**config.mk**
```make
export PLATFORM = sky130hd
export DESIGN_NAME = tristate_inv_delay_ctl
export DESIGN_NICKNAME = d
export VERILOG_FILES = /design/src/rtl/tristate_inv_delay_ctl.sv
export SDC_FILE = /design/constraint.sdc
export NUM_CORES = 1
export LEC_CHECK = 0
export BUFFER_PORTS_ARGS = -buffer_cell sky130_fd_sc_hd__buf_2
export CAP_MARGIN = 10
export CORE_MARGIN = 3
export CORE_UTILIZATION = 42
export DETAILED_ROUTE_END_ITERATION = 16
export GPL_TIMING_DRIVEN = 0
export PLACE_DENSITY_LB_ADDON = 0.3
export SYNTH_ARGS = -nofsm -noshare
export SYNTH_HDL_FRONTEND = slang
export SYNTH_SLANG_ARGS = --single-unit
export TNS_END_PERCENT = 30
```
**constraint.sdc**
```tcl
create_clock -name clk -period 2.8 [get_ports clk]
set_input_delay 0 -clock clk [delete_from_list [all_inputs] [get_ports clk]]
set_output_delay 0 -clock clk [all_outputs]
set_load 0.02 [all_outputs]
```
**src/rtl/tristate_inv_delay_ctl.sv**
```systemverilog
// Control-code generator for the tristate-inverter delay line: one-hot ctl/ctl_b
// from a binary tap select, settle tracking, and an autonomous tap sweep.
module tristate_inv_delay_ctl #(
    parameter int CONTROL_WIDTH = 128,
    parameter int SEL_WIDTH     = 7,
    parameter int SETTLE_CYCLES = 4,
    parameter int DWELL_WIDTH   = 8
) (
    input  logic                     clk,
    input  logic                     rstb,
    input  logic                     req_valid,
    output logic                     req_ready,
    input  logic [SEL_WIDTH-1:0]     req_sel,
    input  logic                     sweep_go,
    input  logic                     sweep_abort,
    input  logic [SEL_WIDTH-1:0]     sweep_start,
    input  logic [SEL_WIDTH-1:0]     sweep_end,
    input  logic [DWELL_WIDTH-1:0]   sweep_dwell,
    output logic [CONTROL_WIDTH-1:0] ctl,
    output logic [CONTROL_WIDTH-1:0] ctl_b,
    output logic [SEL_WIDTH-1:0]     cur_sel,
    output logic                     settled,
    output logic                     sweep_active,
    output logic                     sweep_done
);

    localparam logic [3:0]               SETTLE_LAST = 4'(SETTLE_CYCLES - 1);
    localparam logic [SEL_WIDTH-1:0]     SEL_LAST    = SEL_WIDTH'(CONTROL_WIDTH - 1);
    localparam logic [CONTROL_WIDTH-1:0] CTL_ONE     = CONTROL_WIDTH'(1);

    typedef enum logic [1:0] {
        IDLE,
        SETTLE,
        DWELL
    } state_t;

    state_t                 state, state_nx;
    logic [3:0]             settle_cnt, settle_cnt_nx;
    logic [DWELL_WIDTH-1:0] dwell_cnt, dwell_cnt_nx;
    logic [SEL_WIDTH-1:0]   cur_sel_nx;
    logic                   settled_nx;
    logic                   req_ready_nx;
    logic                   sweep_active_nx;
    logic                   sweep_done_nx;
    logic [SEL_WIDTH-1:0]   sel_inc;

    // Tap increment wraps explicitly so non-power-of-two line lengths also work.
    assign sel_inc = (cur_sel == SEL_LAST) ? '0 : cur_sel + 1'b1;

    always_comb begin
        state_nx        = state;
        settle_cnt_nx   = settle_cnt;
        dwell_cnt_nx    = dwell_cnt;
        cur_sel_nx      = cur_sel;
        settled_nx      = settled;
        req_ready_nx    = req_ready;
        sweep_active_nx = sweep_active;
        sweep_done_nx   = 1'b0;

        case (state)
            IDLE: begin
                if (sweep_go) begin
                    cur_sel_nx      = sweep_start;
                    sweep_active_nx = 1'b1;
                    state_nx        = SETTLE;
                    settle_cnt_nx   = '0;
                    settled_nx      = 1'b0;
                    req_ready_nx    = 1'b0;
                end else if (req_valid && req_ready) begin
                    cur_sel_nx    = req_sel;
                    state_nx      = SETTLE;
                    settle_cnt_nx = '0;
                    settled_nx    = 1'b0;
                    req_ready_nx  = 1'b0;
                end
            end

            SETTLE: begin
                if (sweep_abort) begin
                    sweep_active_nx = 1'b0;
                end
                if (settle_cnt == SETTLE_LAST) begin
                    settled_nx = 1'b1;
                    // An abort landing on the final settle edge still drops back to IDLE.
                    if (sweep_active && !sweep_abort) begin
                        state_nx     = DWELL;
                        dwell_cnt_nx = '0;
                    end else begin
                        state_nx     = IDLE;
                        req_ready_nx = 1'b1;
                    end
                end else begin
                    settle_cnt_nx = settle_cnt + 1'b1;
                end
            end

            DWELL: begin
                if (sweep_abort) begin
                    sweep_active_nx = 1'b0;
                    state_nx        = IDLE;
                    req_ready_nx    = 1'b1;
                end else if (dwell_cnt == sweep_dwell) begin
                    if (cur_sel == sweep_end) begin
                        sweep_done_nx   = 1'b1;
                        sweep_active_nx = 1'b0;
                        state_nx        = IDLE;
                        req_ready_nx    = 1'b1;
                    end else begin
                        cur_sel_nx    = sel_inc;
                        settled_nx    = 1'b0;
                        settle_cnt_nx = '0;
                        state_nx      = SETTLE;
                    end
                end else begin
                    dwell_cnt_nx = dwell_cnt + 1'b1;
                end
            end

            default: begin
                state_nx      = SETTLE;
                settle_cnt_nx = '0;
                settled_nx    = 1'b0;
                req_ready_nx  = 1'b0;
            end
        endcase
    end

    // ctl/ctl_b are decoded from the next select so they change on the same edge as cur_sel.
    always_ff @(posedge clk or negedge rstb) begin
        if (!rstb) begin
            state        <= SETTLE;
            settle_cnt   <= '0;
            dwell_cnt    <= '0;
            cur_sel      <= '0;
            ctl          <= CTL_ONE;
            ctl_b        <= ~CTL_ONE;
            settled      <= 1'b0;
            req_ready    <= 1'b0;
            sweep_active <= 1'b0;
            sweep_done   <= 1'b0;
        end else begin
            state        <= state_nx;
            settle_cnt   <= settle_cnt_nx;
            dwell_cnt    <= dwell_cnt_nx;
            cur_sel      <= cur_sel_nx;
            ctl          <= CTL_ONE << cur_sel_nx;
            ctl_b        <= ~(CTL_ONE << cur_sel_nx);
            settled      <= settled_nx;
            req_ready    <= req_ready_nx;
            sweep_active <= sweep_active_nx;
            sweep_done   <= sweep_done_nx;
        end
    end

endmodule
```
==> results_dict.tcl <==
set metrics [dict create \
    r2r_start "state[0]" \
    r2r_setup_slack_ps 20 \
    synth_edf_count 0 \
    routed_wl_um 28200 \
    io_pins 301 \
    die_w_um 159 \
    mostFrequentLayoutCell "buf_2" \
    diodes 0 \
    ys_types 57 \
    power.density_mw_per_mm2 1110 \
    final.period_utilization 0.994 \
    yosysWarnings 0 \
    reg2reg_to "ctl_b[72]" \
    grtUsageTotal 0.217 \
    min_path_type "in -> reg" \
    crit_path_end_kind "flop" \
    core_region_area_mm2 0.0228 \
    synth_top_area_cell "dfrtp_1" \
    detailed_place.area_mm2 0.0121 \
    cts_sinks 281 \
    die-area_mm2 0.0251 \
    ir_worst_vdd_uv 600 \
    num_vias 7448 \
    grt_max_degree 133 \
    synthCells 791 \
    hold_viol_final 0 \
    crit_type "reg -> reg" \
    min_from "sweep_end[6]" \
    avgSynthCellArea_um2 12.4 \
    overflow 0 \
    cp_max_fo 10 \
    layout-drive-gt1-share 0.553 \
    fin_area_mm2 0.0144 \
    tightest_slew_ps 679 \
    path_clk_slew_ps 60 \
    syn_to_final_growth_pct 47.3 \
    cts.path.max_buffers 3 \
    min_path_cells 5 \
    tritoncts "done" \
    min_to "sweep_done" \
    port_buffers 299 \
    ys_ff_latch 281 \
    cts_htree_levels 1 \
    post-route-util 0.632 \
    globalplace.congestion 0.806 \
    stdcell_count 1550 \
    mostFrequentLayoutCells "buf_2 (298), nand2_1 (146), dfrtp_1 (143)" \
    ant_nets 0 \
    dr.first_iter.drc_count 376 \
    synth_nets 832 \
    reg2reg_depth 13 \
    antenna_found_initial 0 \
    period_needed_ps 2780 \
    cp-start-kind "flop" \
    numCtsBuffers 29 \
    max_cap_violations 0 \
    synth_top_area_share 0.389 \
    grt_pass1_wl_um 42200 \
    fin_skew_ps 13.9 \
    drc 0 \
    cp_data_arrival_time_ps 3240 \
    dr.pass1.iters 5 \
    critPathLaunch "state[0]" \
    ys_async_sr_fraction 1.00 \
    post_drt_via_cell_ratio 4.81 \
    wl_per_cell_um 18.2 \
    num_rows 55 \
    grt_pass1_vias 7511 \
    worstSkewPairLatency_ps 530 \
    setup_viol 0 \
    ys.flop_type "dfrtp_1" \
    timing.hold.ws_ps 59.8 \
    start_util 0.429 \
    rsz0062_at_grt "yes" \
    crit_required_ps 3260 \
    cts_root_buf "clkbuf_16" \
    drv_slew 0 \
    dpl.cell_count 1405 \
    leakagePower_nw 6.57 \
    setup_tns_ps 0 \
    ys_seq_area_frac 0.736 \
    syn_area_mm2 0.00978 \
    max_slew_margin 0.544 \
    outcome "finished, final reports clean" \
    synth_area_leaders "dfrtp_1 (39%), dfstp_2 (35%), nand2_1 (5.7%), nor2_1 (5.6%), nand4_1 (1.3%)" \
    layout.nets 1256 \
    die_h_um 159 \
    dp_hpwl_um 19000 \
    max_freq_ghz 0.359 \
]
-- state kept, by name, summed over array words and instances, names as in the netlist --
| register | count |
|---|---|
| ctl_b | 128 |
| ctl | 128 |
| sweep_active | 1 |
| sweep_done | 1 |
| state | 2 |
| settle_cnt | 4 |
| settled | 1 |
| dwell_cnt | 8 |
| cur_sel | 7 |
| req_ready | 1 |
-- final cells by class --
cell class / instances / area, um2
multi-input cells: 459 / 2830
flip-flops and latches: 281 / 7200
plain buffers: 34 / 418
inverters: 15 / 141
repair buffers: 395 / 2410
fillers: 1784 / 8380
clock buffers: 37 / 837
clock inverters: 16 / 173
well taps: 313 / 392
-- worst max-delay path by stage --
stage,cells past startpoint,end,slack (ps)
3_5_place_dp,12,ctl_b[121],-860
4_1_cts,13,ctl[100],-80
2_1_floorplan,11,ctl_b[23],-10
5_1_grt,13,ctl_b[43],-90
3_3_place_gp,1,cur_sel[2],-3500
6_report,13,ctl_b[72],20
-- cells by family after synthesis --
family,after synthesis,synth area share
AND/OR/NAND/NOR,378,0.171
multiplexers,6,0.00627
flip-flops,281,0.736
adder cells (fa/ha/maj),7,0.00896
AO/OA/AOI/OAI,47,0.0374
XOR/XNOR,21,0.0188
buffers and inverters,51,0.0220
-- stage by stage --
stage	worst slack [ps]	total power, W
global route	-89.3	0.0167
global placement	-3500	0.00985
CTS	-81.9	0.0152
detailed placement	-864	0.00995
finish	16.2	0.0160
floorplan	-14.9	0.00825
-- routing by layer --
layer  track usage  up-vias  wire length, um  part of all wire
li1              -     3436                -                 -
met4        0.0549        0              666             0.024
met3        0.0538       46             2090             0.074
met5             0        -                0                 0
met1         0.281     3658            11400              0.40
met2         0.369      308            14100              0.50
-- critical path, cell delays in order, from the launching register on --
cell,delay [ps]
dfstp_2,540
inv_2,60
ha_2,220
buf_4,180
nand2_1,120
nor2_1,70
a221o_1,320
a211oi_4,280
clkinv_4,190
buf_4,180
nor3_4,180
buf_12,150
buf_4,150
nand2_1,60
-- where the power goes --
part	internal [W]	leakage (nW)	switching, W
combinational	0.00278	2.63	0.00442
clock	0.00239	0.498	0.00157
sequential	0.00459	3.44	0.000245
-- repair_timing --
| action | in CTS | in global routing |
|---|---|---|
| pin swaps | 49 | 22 |
| resized for setup | 95 | 65 |
| gates cloned | 0 | 3 |
| hold buffers | 2 | 0 |
| endpoints found under the hold margin | 182 | 0 |
| setup endpoints to repair | 262 | 258 |
| buffers inserted | 51 | 38 |
-- cells in the mapped netlist (all sizes together) (3+ instances only) --
| cell type | n |
|---|---|
| dfrtp | 152 |
| o21a | 3 |
| ha | 7 |
| nand2 | 148 |
| nor4 | 19 |
| nand3 | 18 |
| nor3 | 11 |
| xor2 | 13 |
| and3 | 3 |
| o21ai | 14 |
| nand4 | 21 |
| clkbuf | 13 |
| a21oi | 6 |
| clkinv | 5 |
| xnor2 | 8 |
| inv | 10 |
| buf | 23 |
| nor2 | 145 |
| mux2i | 5 |
| dfstp | 129 |
| a211oi | 3 |
Note: power is estimated with default switching activity, not from simulation.
